--- config.mk ---
export PLATFORM = sky130hd
export DESIGN_NAME = unidade_busca
export DESIGN_NICKNAME = d
export VERILOG_FILES = /design/src/rtl/unidade_busca.sv
export SDC_FILE = /design/constraint.sdc
export NUM_CORES = 1
export LEC_CHECK = 0
export ABC_CLOCK_PERIOD_IN_PS = 1700
export BUFFER_PORTS_ARGS = -buffer_cell sky130_fd_sc_hd__buf_2
export CAP_MARGIN = 20
export CORE_MARGIN = 2
export CORE_UTILIZATION = 40
export CTS_BUF_LIST = sky130_fd_sc_hd__clkbuf_8
export CTS_CLUSTER_DIAMETER = 50
export DETAILED_ROUTE_END_ITERATION = 7
export GPL_TIMING_DRIVEN = 0
export PLACE_DENSITY = 0.78
export SLEW_MARGIN = 20
export SYNTH_ARGS = -nofsm -noshare
export SYNTH_HDL_FRONTEND = slang
export SYNTH_SLANG_ARGS = --single-unit
--- constraint.sdc ---
create_clock -name clk -period 1.7 [get_ports clk]
set_input_delay 0.17 -clock clk [delete_from_list [all_inputs] [get_ports clk]]
set_output_delay 0.17 -clock clk [all_outputs]
set_load 0.01 [all_outputs]
--- src/rtl/unidade_busca.sv ---
// Instruction-fetch stage: owns the PC, drives the instruction-memory address and
// captures the returned word into the IF/ID register, with stall, redirect and halt.
module unidade_busca #(
    parameter logic [31:0] PC_INICIAL       = 32'h0000_0000,
    parameter int unsigned TAM_MEM_PALAVRAS = 51,
    parameter logic [31:0] NOP              = 32'h0000_0013
) (
    input  logic        clk,
    input  logic        reset,
    input  logic        stall,
    input  logic        desvio_tomado,
    input  logic [31:0] alvo_desvio,
    input  logic [31:0] instrucao_entrada,
    output logic [31:0] endereco,
    output logic [31:0] pc_id,
    output logic [31:0] instrucao_id,
    output logic        valido_id,
    output logic        parado,
    output logic        erro_alinhamento
);

    localparam logic [31:0] LIMITE_BYTES = 32'(TAM_MEM_PALAVRAS * 4);

    typedef enum logic [0:0] {
        BUSCA = 1'b0,
        FIM   = 1'b1
    } estado_t;

    estado_t     estado_r;
    estado_t     estado_nxt_s;
    logic [31:0] endereco_r;
    logic [31:0] endereco_nxt_s;
    logic [31:0] pc_id_r;
    logic [31:0] pc_id_nxt_s;
    logic [31:0] instrucao_id_r;
    logic [31:0] instrucao_id_nxt_s;
    logic        valido_id_r;
    logic        valido_id_nxt_s;
    logic        parado_r;
    logic        erro_alinhamento_r;
    logic        erro_alinhamento_nxt_s;
    logic        alvo_alinhado_s;
    logic        alvo_em_faixa_s;
    logic        endereco_em_faixa_s;

    function automatic logic alinhado(input logic [1:0] lsb);
        return (lsb == 2'b00);
    endfunction

    function automatic logic em_faixa(input logic [31:0] addr);
        return (addr < LIMITE_BYTES);
    endfunction

    assign alvo_alinhado_s     = alinhado(alvo_desvio[1:0]);
    assign alvo_em_faixa_s     = em_faixa(alvo_desvio);
    assign endereco_em_faixa_s = em_faixa(endereco_r);

    // State and pipeline registers; reset is synchronous and dominates everything.
    always_ff @(posedge clk) begin
        if (reset) begin
            estado_r           <= BUSCA;
            endereco_r         <= PC_INICIAL;
            pc_id_r            <= 32'h0000_0000;
            instrucao_id_r     <= NOP;
            valido_id_r        <= 1'b0;
            parado_r           <= 1'b0;
            erro_alinhamento_r <= 1'b0;
        end else begin
            estado_r           <= estado_nxt_s;
            endereco_r         <= endereco_nxt_s;
            pc_id_r            <= pc_id_nxt_s;
            instrucao_id_r     <= instrucao_id_nxt_s;
            valido_id_r        <= valido_id_nxt_s;
            parado_r           <= (estado_nxt_s == FIM);
            erro_alinhamento_r <= erro_alinhamento_nxt_s;
        end
    end

    // Next-state: a redirect decides the state in any state; otherwise BUSCA may halt.
    always_comb begin
        estado_nxt_s = estado_r;
        if (desvio_tomado) begin
            if (!alvo_alinhado_s) begin
                estado_nxt_s = FIM;
            end else if (!alvo_em_faixa_s) begin
                estado_nxt_s = FIM;
            end else begin
                estado_nxt_s = BUSCA;
            end
        end else begin
            case (estado_r)
                BUSCA: begin
                    // A stalled stage holds completely, including a pending range exit.
                    if (stall) begin
                        estado_nxt_s = BUSCA;
                    end else if (!endereco_em_faixa_s) begin
                        estado_nxt_s = FIM;
                    end else begin
                        estado_nxt_s = BUSCA;
                    end
                end
                FIM:     estado_nxt_s = FIM;
                default: estado_nxt_s = FIM;
            endcase
        end
    end

    // Datapath next values: PC and IF/ID contents for each state/input combination.
    always_comb begin
        endereco_nxt_s         = endereco_r;
        pc_id_nxt_s            = pc_id_r;
        instrucao_id_nxt_s     = instrucao_id_r;
        valido_id_nxt_s        = valido_id_r;
        erro_alinhamento_nxt_s = erro_alinhamento_r;
        if (desvio_tomado) begin
            // The word fetched this cycle belongs to the wrong path and is dropped.
            instrucao_id_nxt_s = NOP;
            valido_id_nxt_s    = 1'b0;
            if (!alvo_alinhado_s) begin
                erro_alinhamento_nxt_s = 1'b1;
            end else begin
                endereco_nxt_s = alvo_desvio;
            end
        end else begin
            case (estado_r)
                BUSCA: begin
                    if (stall) begin
                        endereco_nxt_s = endereco_r;
                    end else if (!endereco_em_faixa_s) begin
                        instrucao_id_nxt_s = NOP;
                        valido_id_nxt_s    = 1'b0;
                    end else begin
                        pc_id_nxt_s        = endereco_r;
                        instrucao_id_nxt_s = instrucao_entrada;
                        valido_id_nxt_s    = 1'b1;
                        endereco_nxt_s     = endereco_r + 32'd4;
                    end
                end
                FIM:     endereco_nxt_s = endereco_r;
                default: endereco_nxt_s = endereco_r;
            endcase
        end
    end

    assign endereco         = endereco_r;
    assign pc_id            = pc_id_r;
    assign instrucao_id     = instrucao_id_r;
    assign valido_id        = valido_id_r;
    assign parado           = parado_r;
    assign erro_alinhamento = erro_alinhamento_r;

endmodule

# ---- After elaboration in Yosys (flattened, before gate mapping)
# Cells that the tools add are included.
dict set report totals {
  inputBits 68
  output_inout_bits 99
  register_bits 99
}
dict set report classes {
  n_reduce_logical 6
  n_bitwise 4
  add_sub_neg 1
  eq_ne 4
  order_cmp 2
  n_mux 13
}
# operator n
set ops {}
lappend ops {{32-bit 2-to-1 mux} 6}
lappend ops {{32-bit by 8-bit less-than comparator with 1-bit output (second input constant)} 2}
lappend ops {{32-bit by 3-bit adder with 32-bit output (second input constant)} 1}
lappend ops {{4-bit AND reduction} 2}
lappend ops {{1-bit 2-to-1 mux} 6}
lappend ops {{3-bit inequality test (second input constant)} 2}
lappend ops {{1-bit inverter} 4}
lappend ops {{2-bit AND reduction} 2}
lappend ops {{2-bit logical NOT} 1}
lappend ops {{2-bit by 1-bit inequality test with 1-bit output (second input constant)} 1}
lappend ops {{2-bit inequality test (second input constant)} 1}
lappend ops {{1-bit case mux with 2 select lines} 1}
lappend ops {{2-bit OR reduction} 1}

# ---- Depth between registers and ports, before layout
dict set report logic_depth {
  word_depth 5
  ltp_mapped 7
  ltp_nobuf 6
}

# ---- Least setup slack after synthesis
# No wires, ideal clock.
dict set report synth_timing {
  path_kind {reg2reg}
  startpoint {reg endereco_r[2], in the netlist endereco[2]}
  endpoint {reg endereco_r[30], in the netlist endereco[30]}
  stages_incl_launch_ff 7
  t_required_ns 1.621
  setup_slack_ns -0.223
  period_less_slack_ns 1.923
  arrival_ns 1.844
  n_path_buf 0
  path_cell_list {dfxtp_1 ha_1 nand3_2 nor3_2 nand3_1 or4_1 a211oi_2}
}
dict set report synth_via {
  elab_chain_len 5
}
# item line
set synth_rtl {}
lappend synth_rtl {{from (decl)} 31} ;# logic [31:0] endereco_r;
lappend synth_rtl {{from (signal assigned)} 70} ;# endereco_r <= endereco_nxt_s;
lappend synth_rtl {{32-bit by 3-bit adder with 32-bit output} 136} ;# endereco_nxt_s = endereco_r + 32'd4;
lappend synth_rtl {{32-bit 2-to-1 mux} 129} ;# end else if (!endereco_em_faixa_s) begin
lappend synth_rtl {{32-bit 2-to-1 mux} 127} ;# if (stall) begin
lappend synth_rtl {{32-bit 2-to-1 mux} 125} ;# case (estado_r)
lappend synth_rtl {{32-bit 2-to-1 mux} 115} ;# if (desvio_tomado) begin
# Several ways; a longest one is shown, not always the timed one. The select of a mux whose other input is x is not followed.
# A chain may end at the register's enable or synchronous reset.

# ---- Final worst setup path
dict set report layout_timing {
  startpoint {reg endereco_r[10], in the netlist endereco[10]}
  endpoint {reg endereco_r[8], in the netlist endereco[8]}
}
dict set report layout_via {
  elab_chain_len 3
}
# item line
set layout_rtl {}
lappend layout_rtl {{32-bit by 8-bit less-than comparator with 1-bit output} 51} ;# return (addr < LIMITE_BYTES);
lappend layout_rtl {{3-bit inequality test (no line)} n/a}
lappend layout_rtl {{4-bit AND reduction (no line)} n/a}
# No other way between the ends.

==> results <==
- The flow ran to the end, but the final reports show violations.
- The final reports fail on setup timing.
- Detailed placement ended at an HPWL of 8430 um.
- The class of the worst hold path is in -> reg.
- Once detail routing completed, the nets flagged for antenna violations numbered 0.
- The worst setup path is launched from a register.
- By area the synthesized netlist is led by dfxtp_1 52%, nand2_1 6.7%, a21oi_1 6.3%.
- The maximum fanout along the worst path is 5.
- The placed instance count is 705.
- A synthesized cell averages 8.83 um^2.
- The cell-internal power is 3410 uW.
- The critical path endpoint category is a register.
- The top cell types in the final layout, fill and taps aside, are 165 x buf_2, 80 x dfxtp_1, 66 x nand2_1, 32 x a21oi_2, 26 x nand3_2.
- The startpoint of the most critical hold path is alvo_desvio[24].
- The dominant cell type by area after synthesis is dfxtp_1.
- The endpoint of the worst hold-timing path is endereco[24].
- The starting density of the core is 0.412.
- The switching share of total power is 0.279.
- The critical path data required time is 1.98 ns.
- Along the worst hold path, the cell count comes to 3.
- Of the cells placed in the final design, the portion with a size suffix greater than 1 is 0.530.
- The CTS buffer count is 9.
- Once routing completed, OpenROAD measured the worst setup slack at -0.181 ns.
- Clock tree synthesis selected as its root buffer the cell clkbuf_8.
- The worst path arrival time is 2.17 ns.
- Counting flops and latches in the post-synthesis netlist gives 99.
- TritonCTS built the clock tree.
- Across the run, the number of max-cap violations was 0.
- The net count after synthesis is 498.
- The floorplan step set the die height to 101 um.
- In this run the tightest slew margin relative to its limit is 0.491.
- The number of max-slew violations in the final report is 0.
- The buffer depth of the longest clock path is 2.
- 167 I/O pins were placed.
- The most used flip-flop cell after synthesis is dfxtp_1.
- The smallest clock period supported by the final layout is computed as 1.88 ns.
- The hold violation total from the final report is 0.
- The die area is 10300 um^2.
- Setup slack on the worst reg-to-reg path comes out at -0.18 ns.
- The number of cells on the worst reg-to-reg path is 7.
- Using the TritonRoute via totals, the vias-per-cell ratio works out to 5.45.
- For this run, the register share of the synthesized area comes to 0.523.
- Clock latency on the worst-skew pair, taken at its later pin, is 0.36 ns.
- In this run the cell area of the synthesized design comes to 3790 um^2.
- The path type of the worst setup path is reg -> reg.
- From synthesis to final layout, the design area changed by 53.0%.
- The number of global-route vias before repair came to 3793.
- The number of cells produced by synthesis is 429.
- Entering global routing, the biggest net connects 16 pins.
- In the routed design, unresolved DRC markers number 0.
- The number of levels in the clock H-tree is 3.
- For this design, the slowest cell found on the critical path is dfxtp_4.
- The clock arrives with 0.0129 ns of skew.
- During synthesis, Yosys emitted a total of 0 warnings.
- Dividing the final minimum period by the clock period gives 1.11.
- The routed design has 12400 um of wire.
- Of the total power, registers draw 0.511.
- In the global route stage, overall resource usage came out at 0.227.
- The number of vias in the routed layout is 4069.
- In the final layout, the multi-input gates occupy 2150 um^2.
- The final cell count without fillers is 747.
- The DRC violation total after the first TritonRoute iteration is 244.
- The highest clock rate is 532 MHz.
- The remaining global-route overflow is 0.
- The floorplan has 35 rows.
- The power share of the clock group is 0.305.
- The leakage power is 0.00241 uW.
- Dividing total power by cell area gives a power density of 817 nW/um^2.
- For this design, the sink count on the clock tree is 99.
- The slew of the pin with the lowest slew margin is 0.764 ns.
- After the last flow step, the layout net total stands at 701.
- The count of fill cells added during filler insertion is 756.
- Across the VDD grid, the largest voltage drop is 0.617 mV.
- Setup repair after global routing could not meet its margin everywhere.
- The combinational cell fraction of total power is 0.185.
- The cell that appears most often on the critical path is buf_4.
- Before antenna repair, the detailed router went through 4 iterations.
- Of all flip-flops after synthesis, the portion carrying an async set or reset was 0.
- Clock-pin slew was measured on the worst setup and hold paths at 0.10 ns.
- The die is 101 um wide.
- The wire length of the first global-routing pass is 18400 um.
- The average routed wire per standard cell is 16.6 um.
- Synthesis instantiated 48 different standard cells from the library.
- The synthesized design contains 0 enable-type register cells.
- The aggregate negative setup slack is -8.53 ns.
- The total net switching power is 1320 uW.
- The initial antenna violation count is 1.
- Setup violations remaining at the end of the flow were counted as 80.
- Leaving out fill and tap cells, the most frequent cell in the layout is buf_2.
- In this design, the stage delay of the slowest critical-path cell is 0.37 ns.
- The congestion estimate from routability-driven global placement came to 0.945.
- The worst register-to-register path ends at endereco[8].
- The area share of the leading cell type in the synthesized netlist is 0.523.
- In this run the tool buffered the top-level ports with 165 buffer cells.
- The area inside the core boundary is 9200 um^2.
- The number of inserted diodes is 0.
- The launching point of the worst reg2reg path is endereco[10].
- The register cell area after layout is 2020 um^2.
- The signal on the critical path passes through nor4_4 -> o211ai_2 -> buf_4 -> o31ai_4 -> buf_4 -> a22oi_1 -> nor2_1.
power groups by stage:
stage          clock network [uW]  logic, uW  registers (uW)
2_1_floorplan                   0        293            2480
3_3_place_gp                    0        530            2470
3_5_place_dp                    0        540            2470
4_1_cts                      1470        753            2410
5_1_grt                      1560        931            2420
6_report                     1440        873            2420
area by class of cell:
cell class | instances | share of cell area
plain buffers | 29 | 0.0309
clock buffers | 9 | 0.0214
clock inverters | 6 | 0.0102
inverters | 4 | 0.00259
multi-input cells | 296 | 0.371
flip-flops and latches | 99 | 0.349
well taps | 111 | 0.0240
repair buffers | 193 | 0.191
cell families after synthesis:
logic type / count (synthesis) / synth area share
adder cells (fa/ha/maj): 1 / 0.00330
multiplexers: 11 / 0.0291
AND/OR/NAND/NOR: 196 / 0.262
AO/OA/AOI/OAI: 88 / 0.145
buffers and inverters: 34 / 0.0367
flip-flops: 99 / 0.523
registers in the layout, summed over array words and instances (netlist names):
register / count
endereco: 32
instrucao_id: 32
pc_id: 32
erro_alinhamento: 1
parado: 1
valido_id: 1
worst max-delay path by stage:
| stage | from | end | slack [ns] | cells after the start |
|---|---|---|---|---|
| CTS | endereco[17] | endereco[3] | -0.12 | 7 |
| finish | endereco[10] | endereco[8] | -0.18 | 7 |
| detailed placement | parado | pc_id[12] | -0.34 | 6 |
| floorplan | endereco[27] | pc_id[4] | 0.003 | 6 |
| global route | endereco[29] | pc_id[24] | -0.23 | 8 |
| global placement | parado | pc_id[10] | -0.27 | 6 |
through the flow:
step	instance area, um^2	utilization	setup slack, ns	hold slack (ns)	total power [uW]
finish	5790	0.630	-0.181	0.0407	4730
global route	5790	0.630	-0.234	0.0364	4910
CTS	5450	0.593	-0.125	0.0325	4640
detailed placement	4800	0.522	-0.344	0.429	3010
global placement	4800	0.522	-0.272	0.417	3000
floorplan	3840	-	0.00322	0.306	2770
Yosys cell counts (all sizes together), types with 7 or more instances:
cell    instances
dfxtp          99
a21oi          48
a211oi          7
nor4           13
buf             8
nor2           27
clkbuf         22
mux2i          11
and2           24
nor3           10
o21ai           8
nand3          35
nand4           7
nand2          68
worst max-delay path: cells and delay by family, from the launching register on:
kind,cells,cell delay (ns)
AOI/OAI and AO/OA,3,0.60
and+or+nand+nor,2,0.44
DFF,1,0.37
buffers and inverters,2,0.39
layer usage:
metal	vias up	global-route usage	routed length (um)	part of all wire
met1	1921	0.286	5040	0.41
met2	209	0.359	6000	0.48
met3	28	0.0697	1040	0.084
met4	2	0.102	305	0.025
li1	1909	-	-	-
met5	-	0	13	0.0010
repair_timing:
action | 4_1_cts | 5_1_grt
gates cloned | 6 | 1
resized for setup | 78 | 83
pin swaps | 70 | 34
setup buffers | 18 | 3
hold buffers | 0 | 0
endpoints found under the setup margin | 82 | 82
(Power assumes the default switching activity.)
